<file path="src/rtl/hit_diag_filter_if.sv">
// Hit stream bundle: serialized input hits plus the valid/ready head of the output FIFO.
// The slave modport is the filter's view; the master modport is the producer/consumer side.
interface hit_diag_filter_if #(
  parameter int W = 8
);
  logic [W-1:0] hit_add_inQ;
  logic [W-1:0] hit_add_inS;
  logic [W-1:0] hit_length;
  logic [W-1:0] hit_q_out;
  logic [W-1:0] hit_s_out;
  logic [W-1:0] hit_len_out;
  logic         out_valid;
  logic         out_ready;

  modport slave (
    input  hit_add_inQ, hit_add_inS, hit_length, out_ready,
    output hit_q_out, hit_s_out, hit_len_out, out_valid
  );

  modport master (
    output hit_add_inQ, hit_add_inS, hit_length, out_ready,
    input  hit_q_out, hit_s_out, hit_len_out, out_valid
  );
endinterface

</file>
<file path="src/rtl/hit_diag_filter.sv">
// Drops hits already covered on their diagonal; survivors reach out_valid 2 cycles after input.
// No input backpressure; output is valid/ready and a push into a full FIFO is lost and sets overflow.
module sync_fifo #(
  parameter int WIDTH = 24,
  parameter int DEPTH = 4
) (
  input  logic             clk,
  input  logic             reset,
  input  logic             in_vld,
  input  logic [WIDTH-1:0] in_dat,
  output logic             out_vld,
  input  logic             out_rdy,
  output logic [WIDTH-1:0] out_dat,
  output logic             lost
);
  localparam int AW = $clog2(DEPTH);

  logic [WIDTH-1:0] mem [DEPTH];
  logic [AW-1:0]    rd_ptr;
  logic [AW-1:0]    wr_ptr;
  logic [AW:0]      count;
  logic             pop;
  logic             push_ok;

  assign out_vld = (count != '0);
  assign out_dat = out_vld ? mem[rd_ptr] : '0;
  assign pop     = out_vld && out_rdy;
  // A full FIFO still takes the push when the head leaves in the same cycle.
  assign push_ok = in_vld && ((count < (AW+1)'(DEPTH)) || pop);
  assign lost    = in_vld && !push_ok;

  always_ff @(posedge clk) begin
    if (reset) begin
      rd_ptr <= '0;
      wr_ptr <= '0;
      count  <= '0;
    end else begin
      if (pop)     rd_ptr <= rd_ptr + AW'(1);
      if (push_ok) wr_ptr <= wr_ptr + AW'(1);
      if (push_ok && !pop)      count <= count + (AW+1)'(1);
      else if (pop && !push_ok) count <= count - (AW+1)'(1);
    end
  end

  always_ff @(posedge clk) begin
    if (push_ok) mem[wr_ptr] <= in_dat;
  end
endmodule

module hit_diag_filter #(
  parameter int LENGTH_COUNTER = 8,
  parameter int TABLE_DEPTH    = 8,
  parameter int OUT_DEPTH      = 4
) (
  input  logic               com_clk,
  input  logic               reset,
  hit_diag_filter_if.slave   hit,
  output logic               overflow,
  output logic [15:0]        pass_count,
  output logic [15:0]        drop_count
);
  localparam int W  = LENGTH_COUNTER;
  localparam int TW = $clog2(TABLE_DEPTH);

  typedef struct packed {
    logic [W-1:0] q;
    logic [W-1:0] s;
    logic [W-1:0] len;
  } hit_t;

  hit_t s1_hit;
  logic s1_vld;

  always_ff @(posedge com_clk) begin
    if (reset) begin
      s1_vld <= 1'b0;
      s1_hit <= '0;
    end else begin
      s1_vld <= (hit.hit_length != '0);
      s1_hit <= '{q: hit.hit_add_inQ, s: hit.hit_add_inS, len: hit.hit_length};
    end
  end

  logic [TABLE_DEPTH-1:0] tab_vld;
  logic [W-1:0]           tab_diag [TABLE_DEPTH];
  logic [W:0]             tab_end  [TABLE_DEPTH];
  logic [TW-1:0]          rep_ptr;

  logic [W-1:0]  diag;
  logic [W:0]    s_end_new;
  logic          match;
  logic [TW-1:0] match_idx;
  logic          free_any;
  logic [TW-1:0] free_idx;
  logic          redundant;
  logic          do_pass;
  logic          do_drop;
  logic [TW-1:0] wr_idx;
  logic [W:0]    wr_end;

  assign diag      = s1_hit.s - s1_hit.q;
  assign s_end_new = {1'b0, s1_hit.s} + {1'b0, s1_hit.len};

  always_comb begin
    match     = 1'b0;
    match_idx = '0;
    free_any  = 1'b0;
    free_idx  = '0;
    for (int i = 0; i < TABLE_DEPTH; i++) begin
      if (tab_vld[i] && (tab_diag[i] == diag)) begin
        match     = 1'b1;
        match_idx = TW'(i);
      end
    end
    // Descending scan so the lowest-index free entry wins.
    for (int i = TABLE_DEPTH - 1; i >= 0; i--) begin
      if (!tab_vld[i]) begin
        free_any = 1'b1;
        free_idx = TW'(i);
      end
    end
  end

  assign redundant = match && ({1'b0, s1_hit.s} < tab_end[match_idx]);
  assign do_pass   = s1_vld && !redundant;
  assign do_drop   = s1_vld && redundant;
  assign wr_idx    = match ? match_idx : (free_any ? free_idx : rep_ptr);
  assign wr_end    = (redundant && (tab_end[match_idx] > s_end_new)) ? tab_end[match_idx] : s_end_new;

  always_ff @(posedge com_clk) begin
    if (reset) begin
      tab_vld <= '0;
      rep_ptr <= '0;
    end else if (s1_vld) begin
      tab_vld[wr_idx] <= 1'b1;
      if (!match && !free_any) rep_ptr <= rep_ptr + TW'(1);
    end
  end

  always_ff @(posedge com_clk) begin
    if (s1_vld) begin
      tab_diag[wr_idx] <= diag;
      tab_end[wr_idx]  <= wr_end;
    end
  end

  always_ff @(posedge com_clk) begin
    if (reset) begin
      pass_count <= '0;
      drop_count <= '0;
    end else begin
      if (do_pass && (pass_count != 16'hFFFF)) pass_count <= pass_count + 16'd1;
      if (do_drop && (drop_count != 16'hFFFF)) drop_count <= drop_count + 16'd1;
    end
  end

  hit_t head;
  logic fifo_lost;

  sync_fifo #(
    .WIDTH ($bits(hit_t)),
    .DEPTH (OUT_DEPTH)
  ) u_out_fifo (
    .clk     (com_clk),
    .reset   (reset),
    .in_vld  (do_pass),
    .in_dat  (s1_hit),
    .out_vld (hit.out_valid),
    .out_rdy (hit.out_ready),
    .out_dat (head),
    .lost    (fifo_lost)
  );

  assign hit.hit_q_out   = head.q;
  assign hit.hit_s_out   = head.s;
  assign hit.hit_len_out = head.len;

  always_ff @(posedge com_clk) begin
    if (reset)          overflow <= 1'b0;
    else if (fifo_lost) overflow <= 1'b1;
  end
endmodule

</file>
<file path="src/flat_wrapper.sv">
// flat-port wrapper written by rule: the top's interface ports become plain ports
module hit_diag_filter_flat 
#(
  parameter int LENGTH_COUNTER = 8,
  parameter int TABLE_DEPTH    = 8,
  parameter int OUT_DEPTH      = 4
)
  (com_clk, reset, overflow, pass_count, drop_count, hit_hit_add_inQ, hit_hit_add_inS, hit_hit_length, hit_out_ready, hit_hit_q_out, hit_hit_s_out, hit_hit_len_out, hit_out_valid);
  hit_diag_filter_if #(.W(8)) hit_i ();
  input  logic com_clk;
  input  logic reset;
  output logic overflow;
  output logic [15:0] pass_count;
  output logic [15:0] drop_count;
  input wire logic [$bits(hit_i.hit_add_inQ)-1:0] hit_hit_add_inQ;
  input wire logic [$bits(hit_i.hit_add_inS)-1:0] hit_hit_add_inS;
  input wire logic [$bits(hit_i.hit_length)-1:0] hit_hit_length;
  input wire logic [$bits(hit_i.out_ready)-1:0] hit_out_ready;
  output wire logic [$bits(hit_i.hit_q_out)-1:0] hit_hit_q_out;
  output wire logic [$bits(hit_i.hit_s_out)-1:0] hit_hit_s_out;
  output wire logic [$bits(hit_i.hit_len_out)-1:0] hit_hit_len_out;
  output wire logic [$bits(hit_i.out_valid)-1:0] hit_out_valid;
  assign hit_i.hit_add_inQ = hit_hit_add_inQ;
  assign hit_i.hit_add_inS = hit_hit_add_inS;
  assign hit_i.hit_length = hit_hit_length;
  assign hit_i.out_ready = hit_out_ready;
  assign hit_hit_q_out = hit_i.hit_q_out;
  assign hit_hit_s_out = hit_i.hit_s_out;
  assign hit_hit_len_out = hit_i.hit_len_out;
  assign hit_out_valid = hit_i.out_valid;
  hit_diag_filter #(.LENGTH_COUNTER(LENGTH_COUNTER), .TABLE_DEPTH(TABLE_DEPTH), .OUT_DEPTH(OUT_DEPTH)) u_core (.com_clk(com_clk), .reset(reset), .hit(hit_i), .overflow(overflow), .pass_count(pass_count), .drop_count(drop_count));
endmodule
</file>
<file path="config.mk">
export PLATFORM = sky130hd
export DESIGN_NAME = hit_diag_filter_flat
export DESIGN_NICKNAME = d
export VERILOG_FILES = /design/src/rtl/hit_diag_filter_if.sv /design/src/rtl/hit_diag_filter.sv /design/src/flat_wrapper.sv
export SDC_FILE = /design/constraint.sdc
export NUM_CORES = 1
export LEC_CHECK = 0
export ABC_AREA = 1
export CORE_MARGIN = 1
export CORE_UTILIZATION = 60
export CTS_CLUSTER_DIAMETER = 60
export DETAILED_ROUTE_END_ITERATION = 10
export GPL_TIMING_DRIVEN = 1
export PLACE_DENSITY = 0.8
export SKIP_CTS_REPAIR_TIMING = 1
export SYNTH_ARGS = -nofsm -noshare
export SYNTH_HDL_FRONTEND = slang
export SYNTH_HIERARCHICAL = 1
export SYNTH_SLANG_ARGS = --single-unit
</file>
<file path="constraint.sdc">
create_clock -name com_clk -period 7.3 [get_ports com_clk]
set_clock_uncertainty 0.2 [all_clocks]
set_input_delay 1.095 -clock com_clk [delete_from_list [all_inputs] [get_ports com_clk]]
set_output_delay 1.095 -clock com_clk [all_outputs]
set_load 0.01 [all_outputs]
</file>
==> results of run 1 <==
[layer usage]
layer / track usage (%) / vias to the layer above / wire [um]
met4: 8.15 / 0 / 705
met1: 33.4 / 5102 / 13300
li1: - / 5184 / -
met3: 4.08 / 57 / 2330
met5: 0 / - / 0
met2: 46.0 / 401 / 16000
[final cells by class]
cell class | instances | area, um^2
sequential | 310 | 8530
fill | 1690 | 6900
multi-input combinational | 941 | 5070
clock buffer | 46 | 980
timing repair buffer | 94 | 911
inverter | 197 | 744
tap | 319 | 399
clock inverter | 17 | 151
[report_power, final]
| group | leakage (nW) | internal [mW] | switching [mW] |
|---|---|---|---|
| logic | 3.36 | 0.341 | 0.556 |
| clock network | 0.555 | 1.02 | 0.683 |
| registers | 2.78 | 2.02 | 0.0449 |
[cell usage in the layout, fill, tap and decap left out, types with 3 or more instances in the layout]
cell type	count
buf_4	10
ha_1	40
a211oi_1	3
clkinv_2	5
o2111ai_1	3
nand4_1	26
inv_1	187
nor2_2	5
o21ai_1	32
xor2_1	24
nand2_8	3
o22ai_1	14
clkbuf_1	7
nand3_2	9
nand3_1	67
o21bai_1	15
or2_1	3
inv_2	8
nor3_1	18
clkdlybuf4s50_1	83
xnor2_1	11
nand2_1	224
clkbuf_16	37
nand2_4	7
nand3b_1	4
a21oi_1	66
o211ai_1	3
nor4_1	10
dfxtp_1	78
clkinv_1	5
nand2_2	11
nor2_1	248
o21ai_0	68
edfxtp_1	232
[critical path: cells and delay by family, from the launching register on]
family | cells | cell delay [ns]
buffers and inverters | 10 | 0.91
flip-flops | 1 | 0.36
AO/OA/AOI/OAI | 7 | 1.45
AND/OR/NAND/NOR | 13 | 1.85
adder cells (fa/ha/maj) | 5 | 1.73
[worst max-delay path by stage]
stage	startpoint	to	cells past startpoint
2_1_floorplan	u_core/s1_hit[8]	u_core/u_out_fifo/mem[0][0]	36
3_3_place_gp	u_core/s1_hit[8]	u_core/u_out_fifo/count[1]	37
3_5_place_dp	u_core/s1_hit[8]	u_core/u_out_fifo/count[1]	39
4_1_cts	u_core/s1_hit[8]	u_core/u_out_fifo/count[1]	31
5_1_grt	u_core/s1_hit[8]	u_core/u_out_fifo/count[1]	39
6_report	u_core/s1_hit[8]	u_core/u_out_fifo/count[2]	35
[synthesized netlist by cell type (6+ instances only)]
| cell | count | share of area (%) |
|---|---|---|
| nand3_1 | 67 | 2.3 |
| edfxtp_1 | 232 | 48 |
| o21bai_1 | 15 | 0.77 |
| nor2_1 | 252 | 6.5 |
| nand4_1 | 26 | 1.1 |
| buf_2 | 20 | 0.69 |
| dfxtp_1 | 78 | 11 |
| clkbuf_1 | 11 | 0.28 |
| nand2_4 | 7 | 0.54 |
| buf_6 | 6 | 0.46 |
| nand2_1 | 224 | 5.8 |
| ha_1 | 40 | 3.4 |
| a21oi_1 | 66 | 2.3 |
| buf_4 | 6 | 0.31 |
| nor4_1 | 12 | 0.51 |
| nand2_2 | 11 | 0.47 |
| o21ai_0 | 68 | 2.3 |
| inv_2 | 8 | 0.21 |
| nor3_1 | 18 | 0.62 |
| xnor2_1 | 11 | 0.66 |
| xor2_1 | 24 | 1.4 |
| inv_1 | 187 | 4.8 |
| o22ai_1 | 14 | 0.60 |
| nand3_2 | 9 | 0.62 |
| o21ai_1 | 32 | 1.1 |
[stage by stage]
step                utilization (%)  hold slack [ns]
floorplan                         -            0.239
global placement               66.1            0.252
detailed placement             66.1            0.262
CTS                            70.9            0.276
global route                   70.9            0.325
finish                         70.9            0.277
[logic make-up (layout without fill, tap and decap cells)]
| group | after synthesis | count (layout) | share of synthesized area, % |
|---|---|---|---|
| buf+inv | 244 | 354 | 7.03 |
| fa+ha+maj | 43 | 43 | 3.84 |
| compound gates | 218 | 218 | 8.45 |
| simple gates | 645 | 645 | 20.2 |
| xor+xnor | 35 | 35 | 2.10 |
| flops | 310 | 310 | 58.4 |
[flip-flops by register name, indices dropped and copies added (netlist names), 3 cells and up, named ones only]
| register | cells |
|---|---|
| u_core/u_out_fifo/mem | 96 |
| u_core/tab_end | 72 |
| u_core/tab_diag | 64 |
| u_core/s1_hit | 24 |
| u_core/drop_count | 16 |
| u_core/pass_count | 16 |
| u_core/tab_vld | 8 |
| u_core/rep_ptr | 3 |
| u_core/u_out_fifo/count | 3 |
==> key figures, run 1 <==
STA
  – Final Setup Violations: 0
  – Setup TNS: 0 ns
  – Slew of the pin with the lowest slew margin: 0.965 ns
  – Max_slew headroom: a little over a third
  – Minimum clock period: 6.61 ns
  – RSZ-0062 raised after global routing: false
  – Worst Slack Setup Final: ~0.69 ns
  – Hold Violations, Final: 0
  – Final period utilization: around 91%
  – Max frequency: 151 MHz
  – Final Max Slew Viols: 0

Placement
  – Post-Place Cells: about 1900
  – I/O Buffers: 84
  – Post-DP HPWL: 20.9 mm
  – Dpl cell area: between 15000 and 20000 um^2
  – Pre-CTS setup slack: around 0.67 ns
  – Final GP Congestion: around 0.85

Drt
  – Residual DRC: 0
  – Post-route ant nets: 0
  – 1st-iter DRT viols: 1005
  – DR pass1 iterations: 5
  – Drt total wl: between 30 and 40 mm
  – Via/cell ratio: ~5.6
  – Vias: 10744
  – Drt wl/cell: 16.8 um

Global route
  – Global-route wire length before repair: 50.3 mm
  – Largest net degree at the start of global routing: 58
  – GRT overflow: 0
  – Vias in the first global route: 9892
  – Initial antenna violation count: 0
  – GRT Total Usage: 26.2%

Worst setup path
  – Most frequent cell on the critical path: inv_1
  – CP Data Required Time: 7.50 ns
  – FF-to-FF Start: u_core/s1_hit[8]
  – Crit path kind: register to register
  – Worst Setup Start Kind: register
  – Data arrival at the endpoint of the critical path: about 6.8 ns
  – Endpoint type of the worst setup path: register
  – Delay of the slowest critical-path stage: 0.71 ns
  – Crit Path Max Fanout: 20
  – Reg2Reg Depth: 35
  – Worst flop-to-flop path endpoint: u_core/u_out_fifo/count[2]
  – Setup slack, reg-to-reg: approximately 0.7 ns
  – Critical-path top delay cell: fa_2

Die
  – Initial Utilization: between 60% and 70%
  – Die Y: approximately 160 um
  – Die width: 158 um
  – Rows: 56
  – Die Area: 25000 um^2
  – IO Count: 85
  – Core area: 23700 um^2

Yosys
  – Share of flip-flops with an asynchronous set or reset: 0%
  – Number of synthesized flops with an enable pin: 232
  – Post-Synthesis Cells: 1495
  – Synth cell types: 53
  – Register area share after synthesis: 58.4%
  – Netlist Area Pre-Place: 14600 um^2
  – YS warnings: 6
  – Post-synth top flop: edfxtp_1
  – FF+latch count, synth: between 300 and 400
  – Mean Syn Cell Area: 9.76 um^2
  – Post-Syn Nets: approximately 1600

Clocking
  – Clock sink count: 310
  – CTS tree: done
  – Clock root buffer: clkbuf_16
  – Clk_lat worst skew: 0.51 ns
  – Clock transition at the registers of the reported paths: 0.06 ns
  – CTS H-tree lvls: 2
  – TritonCTS Buffers: 35
  – Clk buf depth: 3

Power and ir drop
  – Pwr dens: 278 nW/um^2
  – Leak pwr: 6.69 nW
  – VDD IR max: 0.000283 V
  – Final Power: 4.66 mW

Final layout
  – Fin nets: 1649
  – Antenna diodes: 0
  – Synthesis-to-finish area growth: 15.0%
  – Share of cells above drive strength 1: under 10%
  – Final cell count without fillers: 1924
  – Cell area after layout: 16800 um^2

Hold path
  – Min-delay src: u_core/tab_vld[6]
  – HP Class: register to register
  – Hold Path End: u_core/tab_vld[6]
  – Hold path cells: 2

Status
  – Outcome: completed

Flow run
  – Max Cap Viol: 0
No activity file was read; power rests on OpenSTA's default activity.
==> inputs of run 2 (changes only) <==
--- a/config.mk
+++ b/config.mk
@@ -12,6 +12,7 @@
 export DETAILED_ROUTE_END_ITERATION = 10
 export GPL_TIMING_DRIVEN = 1
 export PLACE_DENSITY = 0.8
+export RECOVER_POWER = 50
 export SKIP_CTS_REPAIR_TIMING = 1
 export SYNTH_ARGS = -nofsm -noshare
 export SYNTH_HDL_FRONTEND = slang
==> run 2 against run 1 <==
Effect of this change:
- the run now ends with capacitance limit, slew limit left
- sequential power is essentially flat
- die area is the same
- clock-buffer cell count is the same
- hold slack is essentially flat
- final cell count is the same
- final area shrank 0.45%
- global-route usage is the same
==> key figures, run 2 (synthesis results as in run 1) <==
Final layout
  – Layout Utilization: 70.5%
  – Top flop regs: u_core/u_out_fifo/mem: 96 flops, u_core/tab_end: 72 flops, u_core/tab_diag: 64 flops
  – Synthesis-to-finish area growth: 14.4%
  – FF+latch area: 8530 um^2
  – Share of cells above drive strength 1: 6.42%
  – Number of fill cells: 1708
  – Biggest register: u_core/u_out_fifo/mem
  – Final cell count without fillers: 1924
  – Antenna diodes: 0
  – Most frequent cells in the layout: 248 x nor2_1, 232 x nand2_1, 232 x edfxtp_1
  – Number of flip-flops under the largest register name: 96
  – Commonest non-fill, non-tap cell in the layout: nor2_1
  – Multi-input combinational cell area: 5000 um^2
  – Fin nets: 1649
  – Cell area after layout: 16700 um^2

Placement
  – Final GP Congestion: 0.853
  – Post-DP HPWL: 20.9 mm
  – Post-Place Cells: 1861
  – I/O Buffers: 84
  – Dpl cell area: 15600 um^2

STA
  – Hold Violations, Final: 0
  – Final Max Slew Viols: 58
  – Final Setup Violations: 0
  – Max frequency: approximately 150 MHz
  – Slew of the pin with the lowest slew margin: about 2.8 ns
  – Max_slew headroom: -87.1%
  – Minimum clock period: 6.67 ns
  – RSZ-0062 raised after global routing: false
  – Final period utilization: 91.3%
  – Setup TNS: 0 ns

Clocking
  – Clk_lat worst skew: 0.50 ns
  – CTS H-tree lvls: 2
  – Clock root buffer: clkbuf_16
  – Clock transition at the registers of the reported paths: 0.06 ns
  – Clock sink count: 310
  – CTS tree: done
  – TritonCTS Buffers: 35
  – Clk buf depth: 3

Global route
  – GRT overflow: 0
  – Largest net degree at the start of global routing: between 50 and 60
  – Met3 Use GR: 4.08%
  – GRT Total Usage: 26.2%
  – Initial antenna violation count: 0
  – Met1 Use GR: between 30% and 40%
  – Global-route wire length before repair: between 50 and 60 mm
  – Vias in the first global route: 9892
  – Top Usage Layer GRT: met2
  – Routing usage on met2: a little under half

Die
  – Rows: 56
  – Die Area: around 25000 um^2
  – Die Y: between 150 and 200 um
  – Initial Utilization: approximately 62%
  – Core area: 23700 um^2
  – IO Count: 85
  – Die width: 158 um

Worst setup path
  – Worst flop-to-flop path endpoint: u_core/u_out_fifo/count[1]
  – Data arrival at the endpoint of the critical path: 6.86 ns
  – Setup slack, reg-to-reg: 0.63 ns
  – Delay of the slowest critical-path stage: between 0.4 and 0.5 ns
  – Most frequent cell on the critical path: nand2_1
  – Reg2Reg Depth: 37
  – Crit Path Max Fanout: 37
  – Endpoint type of the worst setup path: register
  – FF-to-FF Start: u_core/s1_hit[8]
  – CP Data Required Time: 7.49 ns
  – Crit path kind: register to register
  – Critical-path top delay cell: fa_1
  – Worst Setup Start Kind: register

Drt
  – Via/cell ratio: 5.56
  – DR pass1 iterations: 8
  – 1st-iter DRT viols: 1011
  – Drt total wl: approximately 32 mm
  – Post-route ant nets: 0
  – Residual DRC: 0
  – Vias: 10692
  – Drt wl/cell: approximately 17 um

Status
  – Failing checks: capacitance limit, slew limit
  – Outcome: complete, but fails checks

Hold path
  – HP Class: register to register
  – Hold Path End: u_core/tab_vld[6]
  – Min-delay src: u_core/tab_vld[6]
  – Hold path cells: 2

Flow run
  – Max Cap Viol: 1

Power and ir drop
  – Final Power: 4.62 mW
  – VDD IR max: 0.000278 V
  – Leak pwr: around 6.8 nW
  – Pwr dens: 277 nW/um^2
run 2: through the flow:
step	worst slack, ns	hold slack [ns]
CTS	0.609	0.276
finish	0.633	0.276
global route	0.110	0.325
detailed placement	0.667	0.262
floorplan	1.23	0.239
global placement	1.05	0.252
run 2: worst max path at each step:
stage / start / to / slack [ns] / cells past startpoint
floorplan: u_core/s1_hit[8] / u_core/u_out_fifo/mem[0][0] / 1.23 / 36
global placement: u_core/s1_hit[8] / u_core/u_out_fifo/count[1] / 1.05 / 37
detailed placement: u_core/s1_hit[8] / u_core/u_out_fifo/count[1] / 0.67 / 39
CTS: u_core/s1_hit[8] / u_core/u_out_fifo/count[1] / 0.61 / 31
global route: u_core/s1_hit[8] / u_core/u_out_fifo/count[1] / 0.11 / 40
finish: u_core/s1_hit[8] / u_core/u_out_fifo/count[1] / 0.63 / 37
run 2: where the power goes:
| group | total, mW | leakage (nW) | switching [mW] | internal (mW) |
|---|---|---|---|---|
| sequential | 2.06 | 2.78 | 0.0446 | 2.02 |
| clock | 1.70 | 0.555 | 0.680 | 1.02 |
| combinational | 0.855 | 3.49 | 0.547 | 0.307 |
| total | 4.62 | 6.82 | 1.27 | 3.35 |
run 2: area by class of cell:
class	count	area share, %
tap	319	2.39
clock buffer	46	5.86
inverter	197	4.46
timing repair buffer	94	5.38
clock inverter	17	0.906
multi-input combinational	941	30.0
sequential	310	51.0
run 2: per-layer routing:
metal,vias up,wire [um],share of wire [%]
li1,5179,-,-
met5,-,0,0
met1,5048,13200,41
met4,0,686,2.1
met2,409,16100,50
met3,56,2310,7.2
run 2: worst max-delay path, delay by kind of cell, from the launching register on:
kind                     cells  cell delay (ns)
AND/OR/NAND/NOR             18             2.33
adder cells (fa/ha/maj)      5             1.39
AO/OA/AOI/OAI                6             1.24
buffers and inverters        7             0.78
flip-flops                   1             0.36
XOR/XNOR                     1             0.25
